### src/rtl/mem_port_arbiter.sv
// Shares one single-port memory between the fetch and load/store requesters, one access at a time.
// Build option: define ARB_RR_EN for round-robin arbitration instead of fixed data-over-fetch.
module mem_port_arbiter #(
  parameter int unsigned ADDR_W  = 32,
  parameter int unsigned DATA_W  = 32,
  parameter int unsigned MEM_LAT = 1
) (
  input  logic              clk,
  input  logic              rst_n,
  input  logic              if_req_valid,
  output logic              if_req_ready,
  input  logic [ADDR_W-1:0] if_addr,
  output logic              if_rsp_valid,
  output logic [DATA_W-1:0] if_rdata,
  input  logic              d_req_valid,
  output logic              d_req_ready,
  input  logic [ADDR_W-1:0] d_addr,
  input  logic              d_we,
  input  logic [3:0]        d_wmask,
  input  logic [DATA_W-1:0] d_wdata,
  output logic              d_rsp_valid,
  output logic [DATA_W-1:0] d_rdata,
  output logic              mem_en,
  output logic [3:0]        mem_we,
  output logic [ADDR_W-3:0] mem_addr,
  output logic [DATA_W-1:0] mem_wdata,
  input  logic [DATA_W-1:0] mem_rdata,
  output logic              busy
);

  localparam int unsigned CntW = $clog2(MEM_LAT + 1);

  typedef enum logic [1:0] {StIdle, StIssue, StWait, StResp} state_e;

  state_e            state_q, state_d;
  logic [CntW-1:0]   cnt_q, cnt_d;
  logic              own_data_q, own_data_d;
  logic              we_q, we_d;
  logic              mem_en_q, mem_en_d;
  logic [3:0]        mem_we_q, mem_we_d;
  logic [ADDR_W-3:0] mem_addr_q, mem_addr_d;
  logic [DATA_W-1:0] mem_wdata_q, mem_wdata_d;
  logic              if_rsp_q, if_rsp_d, d_rsp_q, d_rsp_d;
  logic [DATA_W-1:0] if_rdata_q, if_rdata_d, d_rdata_q, d_rdata_d;
  logic              idle, grant_data, accept;

  // Byte offsets are dropped: the memory is word addressed and no alignment fault exists.
  logic unused_addr_lsbs;
  assign unused_addr_lsbs = ^{if_addr[1:0], d_addr[1:0]};

  assign idle   = (state_q == StIdle);
  assign accept = idle & (d_req_valid | if_req_valid);

`ifdef ARB_RR_EN
  logic last_data_q; // 1: most recent accept went to the data side

  assign grant_data = d_req_valid & (~if_req_valid | ~last_data_q);

  always_ff @(posedge clk or negedge rst_n) begin
    if (!rst_n) begin
      last_data_q <= 1'b0;
    end else if (accept) begin
      last_data_q <= grant_data;
    end
  end
`else
  assign grant_data = d_req_valid;
`endif

  assign d_req_ready  = idle & grant_data;
  assign if_req_ready = idle & if_req_valid & ~grant_data;

  always_comb begin
    state_d     = state_q;
    cnt_d       = cnt_q;
    own_data_d  = own_data_q;
    we_d        = we_q;
    mem_en_d    = 1'b0;
    mem_we_d    = 4'b0000;
    mem_addr_d  = '0;
    mem_wdata_d = '0;
    if_rsp_d    = 1'b0;
    d_rsp_d     = 1'b0;
    if_rdata_d  = if_rdata_q;
    d_rdata_d   = d_rdata_q;
    case (state_q)
      StIdle: begin
        if (accept) begin
          state_d    = StIssue;
          own_data_d = grant_data;
          we_d       = grant_data & d_we;
          // Memory strobes are registered here so they appear exactly in the ISSUE cycle.
          mem_en_d   = 1'b1;
          if (grant_data) begin
            mem_addr_d  = d_addr[ADDR_W-1:2];
            mem_wdata_d = d_wdata;
            mem_we_d    = d_we ? d_wmask : 4'b0000;
          end else begin
            mem_addr_d  = if_addr[ADDR_W-1:2];
          end
        end
      end
      StIssue: begin
        state_d = StWait;
        cnt_d   = '0;
      end
      StWait: begin
        if (cnt_q == CntW'(MEM_LAT - 1)) begin
          state_d = StResp;
          if (own_data_q) begin
            d_rdata_d = we_q ? '0 : mem_rdata;
            d_rsp_d   = 1'b1;
          end else begin
            if_rdata_d = mem_rdata;
            if_rsp_d   = 1'b1;
          end
        end else begin
          cnt_d = cnt_q + 1'b1;
        end
      end
      StResp: begin
        state_d = StIdle;
      end
      default: begin
        state_d = StIdle;
      end
    endcase
  end

  always_ff @(posedge clk or negedge rst_n) begin
    if (!rst_n) begin
      state_q     <= StIdle;
      cnt_q       <= '0;
      own_data_q  <= 1'b0;
      we_q        <= 1'b0;
      mem_en_q    <= 1'b0;
      mem_we_q    <= 4'b0000;
      mem_addr_q  <= '0;
      mem_wdata_q <= '0;
      if_rsp_q    <= 1'b0;
      d_rsp_q     <= 1'b0;
      if_rdata_q  <= '0;
      d_rdata_q   <= '0;
    end else begin
      state_q     <= state_d;
      cnt_q       <= cnt_d;
      own_data_q  <= own_data_d;
      we_q        <= we_d;
      mem_en_q    <= mem_en_d;
      mem_we_q    <= mem_we_d;
      mem_addr_q  <= mem_addr_d;
      mem_wdata_q <= mem_wdata_d;
      if_rsp_q    <= if_rsp_d;
      d_rsp_q     <= d_rsp_d;
      if_rdata_q  <= if_rdata_d;
      d_rdata_q   <= d_rdata_d;
    end
  end

  assign mem_en       = mem_en_q;
  assign mem_we       = mem_we_q;
  assign mem_addr     = mem_addr_q;
  assign mem_wdata    = mem_wdata_q;
  assign if_rsp_valid = if_rsp_q;
  assign d_rsp_valid  = d_rsp_q;
  assign if_rdata     = if_rdata_q;
  assign d_rdata      = d_rdata_q;
  assign busy         = ~idle;

endmodule

### config.mk
export PLATFORM = sky130hd
export DESIGN_NAME = mem_port_arbiter
export DESIGN_NICKNAME = d
export VERILOG_FILES = /design/src/rtl/mem_port_arbiter.sv
export SDC_FILE = /design/constraint.sdc
export NUM_CORES = 1
export LEC_CHECK = 0
export CAP_MARGIN = 10
export CORE_UTILIZATION = 43
export DETAILED_ROUTE_END_ITERATION = 10
export GPL_TIMING_DRIVEN = 0
export PLACE_DENSITY = 0.84
export SETUP_SLACK_MARGIN = 0.4
export SLEW_MARGIN = 40
export SYNTH_ARGS = -nofsm -noshare
export SYNTH_HDL_FRONTEND = slang
export SYNTH_SLANG_ARGS = --single-unit
### constraint.sdc
create_clock -name clk -period 2.75 [get_ports clk]
set_input_delay 0.55 -clock clk [delete_from_list [all_inputs] [get_ports clk]]
set_output_delay 0.55 -clock clk [all_outputs]
set_load 0.005 [all_outputs]
==> flow_summary.ini, run 1 <==
[sta]
tightest_slew_ns = 0.491
hold_ws_ns = 0.0715
fmax_mhz = 448
finalMaxSlewViolations = 0
maxSlewHeadroom_pct = 67.3
rsz0062_at_grt = false
setup_viol = 0
fin_crit_ns = 2.23
fin_worst_skew_ns = 0.00486
post-route-period-util_pct = 81.2
finalHoldViolCount = 0
fin_setup_tns_ns = 0

[grt]
grt_pass1_wl_um = 23500
grt_usage_pct = 23.8
antenna_found_initial = 1
grt_max_degree = 76
grt_overflow = 0
grt_pass1_vias = 4573

[floorplanning]
die_w_um = 115
die_area_mm2 = 0.0132
rows = 40
die_y_um = 115
core_mm2 = 0.0122
start_util_pct = 44.9
num_io_pins = 273

[clock_tree]
numCtsBuffers = 17
htree_levels = 4
clk_latency_ns = 0.41
cts_tree = done
clk_pin_slew_ns = 0.05
cts_setup_buffers = 0
cts_sinks = 137
clock_tree.buffer_depth = 2
cts_root_buf = clkbuf_16

[critical_path]
r2r_start = state_q[0]$_DFFE_PN0P_
r2r_cells = 5
rr_endpoint = d_rdata[16]$_DFFE_PN0P_
critical_path.max_stage_delay_ns = 0.39
start_kind = flop
arrival_ns = 1.68
required_ns = 2.20
crit_slowest_cell = dfrtp_1
worstSetupPathType = reg -> out
crit_path_end_kind = output pin
worst-path-max-fanout = 10
crit_chain = inv_1, ha_1, buf_4, inv_4, clkbuf_8, dlygate4sd2_1
ff2ff_setup_slack_ns = 1.13

[routing]
via_per_inst = 4.81
dr.pass1.iters = 4
vias = 4229
drt_iter0_markers = 222
drt-total-wl_um = 15300
route.antenna.remaining_nets = 0
wl_per_cell_um = 17.3
drc = 0

[pwr]
power_frac_clock_pct = 26.3
swShare_pct = 26.6
ir_drop_v = 0.000438
power.total_w = 0.00880
comb_power_share_pct = 39.1
p_int_w = 0.00646
p_sw_w = 0.00234
p_leak_nw = 4.15
p_seq_share_pct = 34.6
power_density_mw_per_mm2 = 975

[final_layout]
final_cell_area_mm2 = 0.00902
area_growth_pct = 64.4
final_nets = 839
register_area_mm2 = 0.00343
multi_input_area_mm2 = 0.00187
num-fill-cells = 826
stdcell_count = 880
drive_gt1_share_pct = 17.2

[yosys]
ys_seq_area_share_pct = 62.5
syn_inst = 412
ys_types = 23
ys.warnings.count = 0
synth_area_mm2 = 0.00549
synth-seq-cells = 137
synth_nets = 552
synth_area_per_cell_um2 = 13.3

[place]
place_inst = 848
place.gp.congestion = 0.850
io_buffers = 267
post-dp-hpwl_um = 11400
place_area_mm2 = 0.00840

[job]
drv_cap = 0

[outcome]
status = completed

[worst_hold_path]
hold_class = in -> async
power by group through the flow:
stage / Clock [W] / Combinational [W] / Sequential, W
finish: 0.00231 / 0.00344 / 0.00304
global route: 0.00244 / 0.00369 / 0.00311
CTS: 0.00234 / 0.00349 / 0.00305
detailed placement: 0 / 0.00344 / 0.00307
global placement: 0 / 0.00334 / 0.00304
floorplan: 0 / 0.00143 / 0.00310
critical path, delay by kind of cell (launching register included):
kind / cells / cell delay (ns)
buffers and inverters: 5 / 0.76
flip-flops: 1 / 0.39
adder cells (fa/ha/maj): 1 / 0.14
worst max-delay path by stage:
stage / start / endpoint / slack [ns]
2_1_floorplan: state_q[1]$_DFFE_PN0P_ / busy / 1.13
3_3_place_gp: rst_n / mem_addr[4]$_DFF_PN0_ / -4.10
3_5_place_dp: d_req_valid / if_req_ready / -0.06
4_1_cts: state_q[1]$_DFFE_PN0P_ / d_req_ready / 0.41
5_1_grt: state_q[1]$_DFFE_PN0P_ / busy / 0.42
6_report: state_q[1]$_DFFE_PN0P_ / busy / 0.52
cells by family (layout without fill, tap and decap cells):
group / count (synthesis) / count (layout) / share of synthesized area [%]
other cells: 0 / 1 / 0
mux: 66 / 66 / 15.5
fa+ha+maj: 3 / 3 / 0.684
simple gates: 135 / 135 / 14.7
compound gates: 33 / 33 / 3.17
buf+inv: 38 / 337 / 3.51
flops: 137 / 137 / 62.5
cell type report:
cell class / instances / area share [%]
Antenna cell: 1 / 0.0277
Buffer: 32 / 2.11
Clock buffer: 23 / 5.41
Clock inverter: 8 / 1.30
Inverter: 6 / 0.277
Multi-Input combinational cell: 237 / 20.7
Sequential cell: 137 / 38.0
Tap cell: 168 / 2.33
Timing Repair Buffer: 268 / 29.8
timing repair:
item / 4_1_cts / 5_1_grt
hold buffers: 0 / 0
gates resized for setup: 11 / 7
setup endpoints to repair: 3 / 3
per-layer routing:
layer / vias up / wire (um) / GRT usage, %
met4: 0 / 298 / 8.66
li1: 1963 / - / -
met5: - / 0 / 0
met1: 2053 / 5890 / 26.6
met2: 189 / 7750 / 41.6
met3: 24 / 1320 / 8.75
stage by stage:
stage,setup slack [ns],util [%]
2_1_floorplan,1.13,-
3_3_place_gp,-4.10,68.6
6_report,0.518,73.9
5_1_grt,0.424,73.9
3_5_place_dp,-0.0646,68.8
4_1_cts,0.413,73.9
cell usage in the layout (no fill, tap or decap), types with 2 or more instances in the layout:
| master | synthesis | routed |
|---|---|---|
| clkbuf_1 | 12 | 13 |
| a21oi_1 | 30 | 30 |
| and2b_1 | 2 | 2 |
| nor2b_1 | 30 | 30 |
| mux2_4 | 29 | 29 |
| nand2_1 | 32 | 32 |
| dfrtp_1 | 137 | 137 |
| clkbuf_2 | 2 | 4 |
| dlygate4sd2_1 | 0 | 2 |
| inv_1 | 6 | 4 |
| mux2_2 | 36 | 36 |
| nor2_1 | 2 | 2 |
| bufinv_16 | 0 | 3 |
| clkbuf_16 | 0 | 17 |
| buf_6 | 4 | 4 |
| and3_1 | 36 | 36 |
| buf_4 | 0 | 3 |
| clkinv_2 | 0 | 4 |
| nand3b_1 | 30 | 30 |
| buf_2 | 14 | 10 |
| ha_1 | 3 | 3 |
| clkbuf_8 | 0 | 5 |
| clkdlybuf4s50_1 | 0 | 262 |
synthesized netlist by cell type:
cell type / number / share of area, %
nand2b_1: 1 / 0.11
buf_2: 14 / 1.3
a21o_1: 1 / 0.14
o2bb2ai_1: 1 / 0.16
clkbuf_1: 12 / 0.82
ha_1: 3 / 0.68
and2_0: 1 / 0.11
nand2_1: 32 / 2.2
a21oi_1: 30 / 2.7
mux2_4: 29 / 7.9
mux2i_1: 1 / 0.18
o21a_1: 1 / 0.14
inv_1: 6 / 0.41
clkbuf_2: 2 / 0.18
mux2_2: 36 / 7.4
buf_6: 4 / 0.82
and2b_1: 2 / 0.27
nand3b_1: 30 / 4.1
and3_1: 36 / 4.1
dfrtp_1: 137 / 62
nor3b_2: 1 / 0.23
nor2_1: 2 / 0.14
nor2b_1: 30 / 3.4
flip-flops by register name (all words and copies together), names as in the netlist:
register      count
d_rdata          32
mem_we            4
mem_addr         30
d_rsp_valid       1
mem_en            1
if_rsp_valid      1
state_q           2
we_q              1
mem_wdata        32
own_data_q        1
if_rdata         32
Power figures use the tool's default switching activity.
==> run 2, diff against run 1 <==
--- a/config.mk
+++ b/config.mk
@@ -6,10 +6,10 @@
 export NUM_CORES = 1
 export LEC_CHECK = 0
 export CAP_MARGIN = 10
-export CORE_UTILIZATION = 43
+export CORE_UTILIZATION = 40
 export DETAILED_ROUTE_END_ITERATION = 10
 export GPL_TIMING_DRIVEN = 0
-export PLACE_DENSITY = 0.84
+export PLACE_DENSITY = 0.79
 export SETUP_SLACK_MARGIN = 0.4
 export SLEW_MARGIN = 40
 export SYNTH_ARGS = -nofsm -noshare
==> constraint.sdc (replaced) <==
create_clock -name clk -period 2.2 [get_ports clk]
set_input_delay 0.44 -clock clk [delete_from_list [all_inputs] [get_ports clk]]
set_output_delay 0.44 -clock clk [all_outputs]
set_load 0.005 [all_outputs]
==> run 2 against run 1 <==
Against the previous run: combinational power increased by 30%; clock power up 17%; non-clock buffer count increased by 9; global-route usage decreased by 1.1 points; first-iteration DRC count fell by 28%; worst setup slack got worse by 0.23 ns.
==> flow_summary.ini, run 2 (same netlist as run 1, synthesis figures left out) <==
[job]
drv_cap = 0

[outcome]
status = completed

[place]
post-dp-hpwl_um = 11400
place_inst = 856
io_buffers = 267
place.gp.congestion = 0.783

[final_layout]
drive_gt1_share_pct = 18.6
area_growth_pct = 65.8
final_cell_mix = clkdlybuf4s50_1, dfrtp_1, and3_1, mux2_2, nand2_1
n_antenna_cell = 0
num-fill-cells = 949
final_nets = 848
stdcell_count = 897
final_common_cell = clkdlybuf4s50_1

[routing]
wl_per_cell_um = 17.2
vias = 4305
drt-total-wl_um = 15400
drc = 0
route.antenna.remaining_nets = 0
via_per_inst = 4.80
dr.pass1.iters = 5
drt_iter0_markers = 159

[floorplanning]
die_w_um = 119
die_y_um = 119
core_mm2 = 0.0133
die_area_mm2 = 0.0142
num_io_pins = 273
start_util_pct = 41.3
rows = 42

[clock_tree]
cts_tree = done
clock_tree.buffer_depth = 2
htree_levels = 4
clk_pin_slew_ns = 0.05
cts_sinks = 137
numCtsBuffers = 17
cts_root_buf = clkbuf_16
clk_latency_ns = 0.41

[grt]
antenna_found_initial = 0
grt_pass1_wl_um = 24100
grt_usage_pct = 22.7
grt_overflow = 0
grt_max_degree = 81
grt_pass1_vias = 4618

[worst_hold_path]
hold_depth = 2
hold_class = in -> reg
hold_end = mem_en$_DFF_PN0_
hold_start = if_req_valid

[pwr]
power_frac_clock_pct = 24.6
p_seq_share_pct = 34.8
swShare_pct = 27.1
p_int_w = 0.00802
p_leak_nw = 4.20
ir_drop_v = 0.000634
p_sw_w = 0.00299
power_density_mw_per_mm2 = 1210
comb_power_share_pct = 40.5

[critical_path]
start_kind = flop
worst-path-max-fanout = 4
crit_path_end_kind = output pin
crit_top_cell = buf_6
worstSetupPathType = reg -> out
crit_buf_inv = 4
critical_path.max_stage_delay_ns = 0.36
r2r_start = state_q[0]$_DFFE_PN0P_
ff2ff_setup_slack_ns = 0.53
r2r_cells = 6
rr_endpoint = d_rdata[16]$_DFFE_PN0P_
arrival_ns = 1.47
cpLargestDelayFamily = buffers and inverters
crit_slowest_cell = dfrtp_1
required_ns = 1.76
crit_chain = inv_2, ha_4, buf_6, and2_4, buf_6, buf_6

[sta]
setup_viol = 0
fmax_mhz = 523
fin_crit_ns = 1.91
post-route-period-util_pct = 86.8
fin_worst_skew_ns = 0.0100
maxSlewHeadroom_pct = 67.8
finalHoldViolCount = 0
hold_ws_ns = 0.394
tightest_slew_ns = 0.483
finalMaxSlewViolations = 0
rsz0062_at_grt = true
fin_setup_tns_ns = 0
-- run 2: changes by cell type in the layout (fill, tap and decap cells not counted), sizes merged, moves of 2 or more --
cell / before / now
clkbuf: 40 / 37
buf: 19 / 31
clkinv: 4 / 6
dlygate4sd2: 2 / 0
-- run 2: area by class of cell --
type	instances	area (um^2)	share of cell area, %
multi-input cells	237	1890	20.7
inverters	6	25.0	0.275
plain buffers	32	201	2.21
well taps	176	220	2.42
clock buffers	23	468	5.14
flip-flops and latches	137	3430	37.7
clock inverters	9	97.6	1.07
repair buffers	277	2780	30.5
-- run 2: worst max path at each step --
stage                      startpoint                      to  cells past startpoint
2_1_floorplan  state_q[1]$_DFFE_PN0P_                    busy                      5
3_3_place_gp                    rst_n  mem_addr[10]$_DFF_PN0_                      1
3_5_place_dp              d_req_valid            if_req_ready                      5
4_1_cts        state_q[1]$_DFFE_PN0P_             d_req_ready                      6
5_1_grt        state_q[1]$_DFFE_PN0P_             d_req_ready                      6
6_report       state_q[1]$_DFFE_PN0P_             d_req_ready                      6
-- run 2: worst register-to-register path: stages, from the launching register on --
cell and delay [ns]:
dfrtp_1 0.33, inv_2 0.05, buf_4 0.14, ha_1 0.23, nand2_2 0.15, buf_2 0.28, mux2_2 0.38
-- run 2: stage by stage --
stage | worst slack (ns) | power (W) | area [um^2] | utilization [%]
floorplan | 0.692 | 0.00566 | 5490 | -
finish | 0.290 | 0.0110 | 9100 | 68.5
global route | 0.238 | 0.0116 | 9100 | 68.5
detailed placement | -0.376 | 0.00814 | 8410 | 63.3
CTS | 0.244 | 0.0111 | 9080 | 68.3
global placement | -4.45 | 0.00798 | 8380 | 63.0
-- run 2: repair_timing --
item                                    in CTS  in global routing
hold buffers                                 1                  0
setup buffers                                7                  1
endpoints found under the setup margin       3                 33
gates resized for setup                     27                  8
hold endpoints to repair                    57                  0
cloned                                       0                  0
-- run 2: layer usage --
layer | vias up | wire (um) | global-route usage [%]
met2 | 192 | 8050 | 39.9
met4 | 0 | 432 | 11.6
li1 | 1985 | - | -
met5 | - | 0 | 0
met3 | 35 | 1120 | 7.23
met1 | 2093 | 5810 | 24.3
-- run 2: power by group through the flow --
stage / Sequential (W) / Clock (W) / Combinational [W]
2_1_floorplan: 0.00387 / 0 / 0.00179
3_5_place_dp: 0.00386 / 0 / 0.00428
4_1_cts: 0.00383 / 0.00277 / 0.00447
5_1_grt: 0.00392 / 0.00288 / 0.00479
3_3_place_gp: 0.00380 / 0 / 0.00418
6_report: 0.00383 / 0.00271 / 0.00446
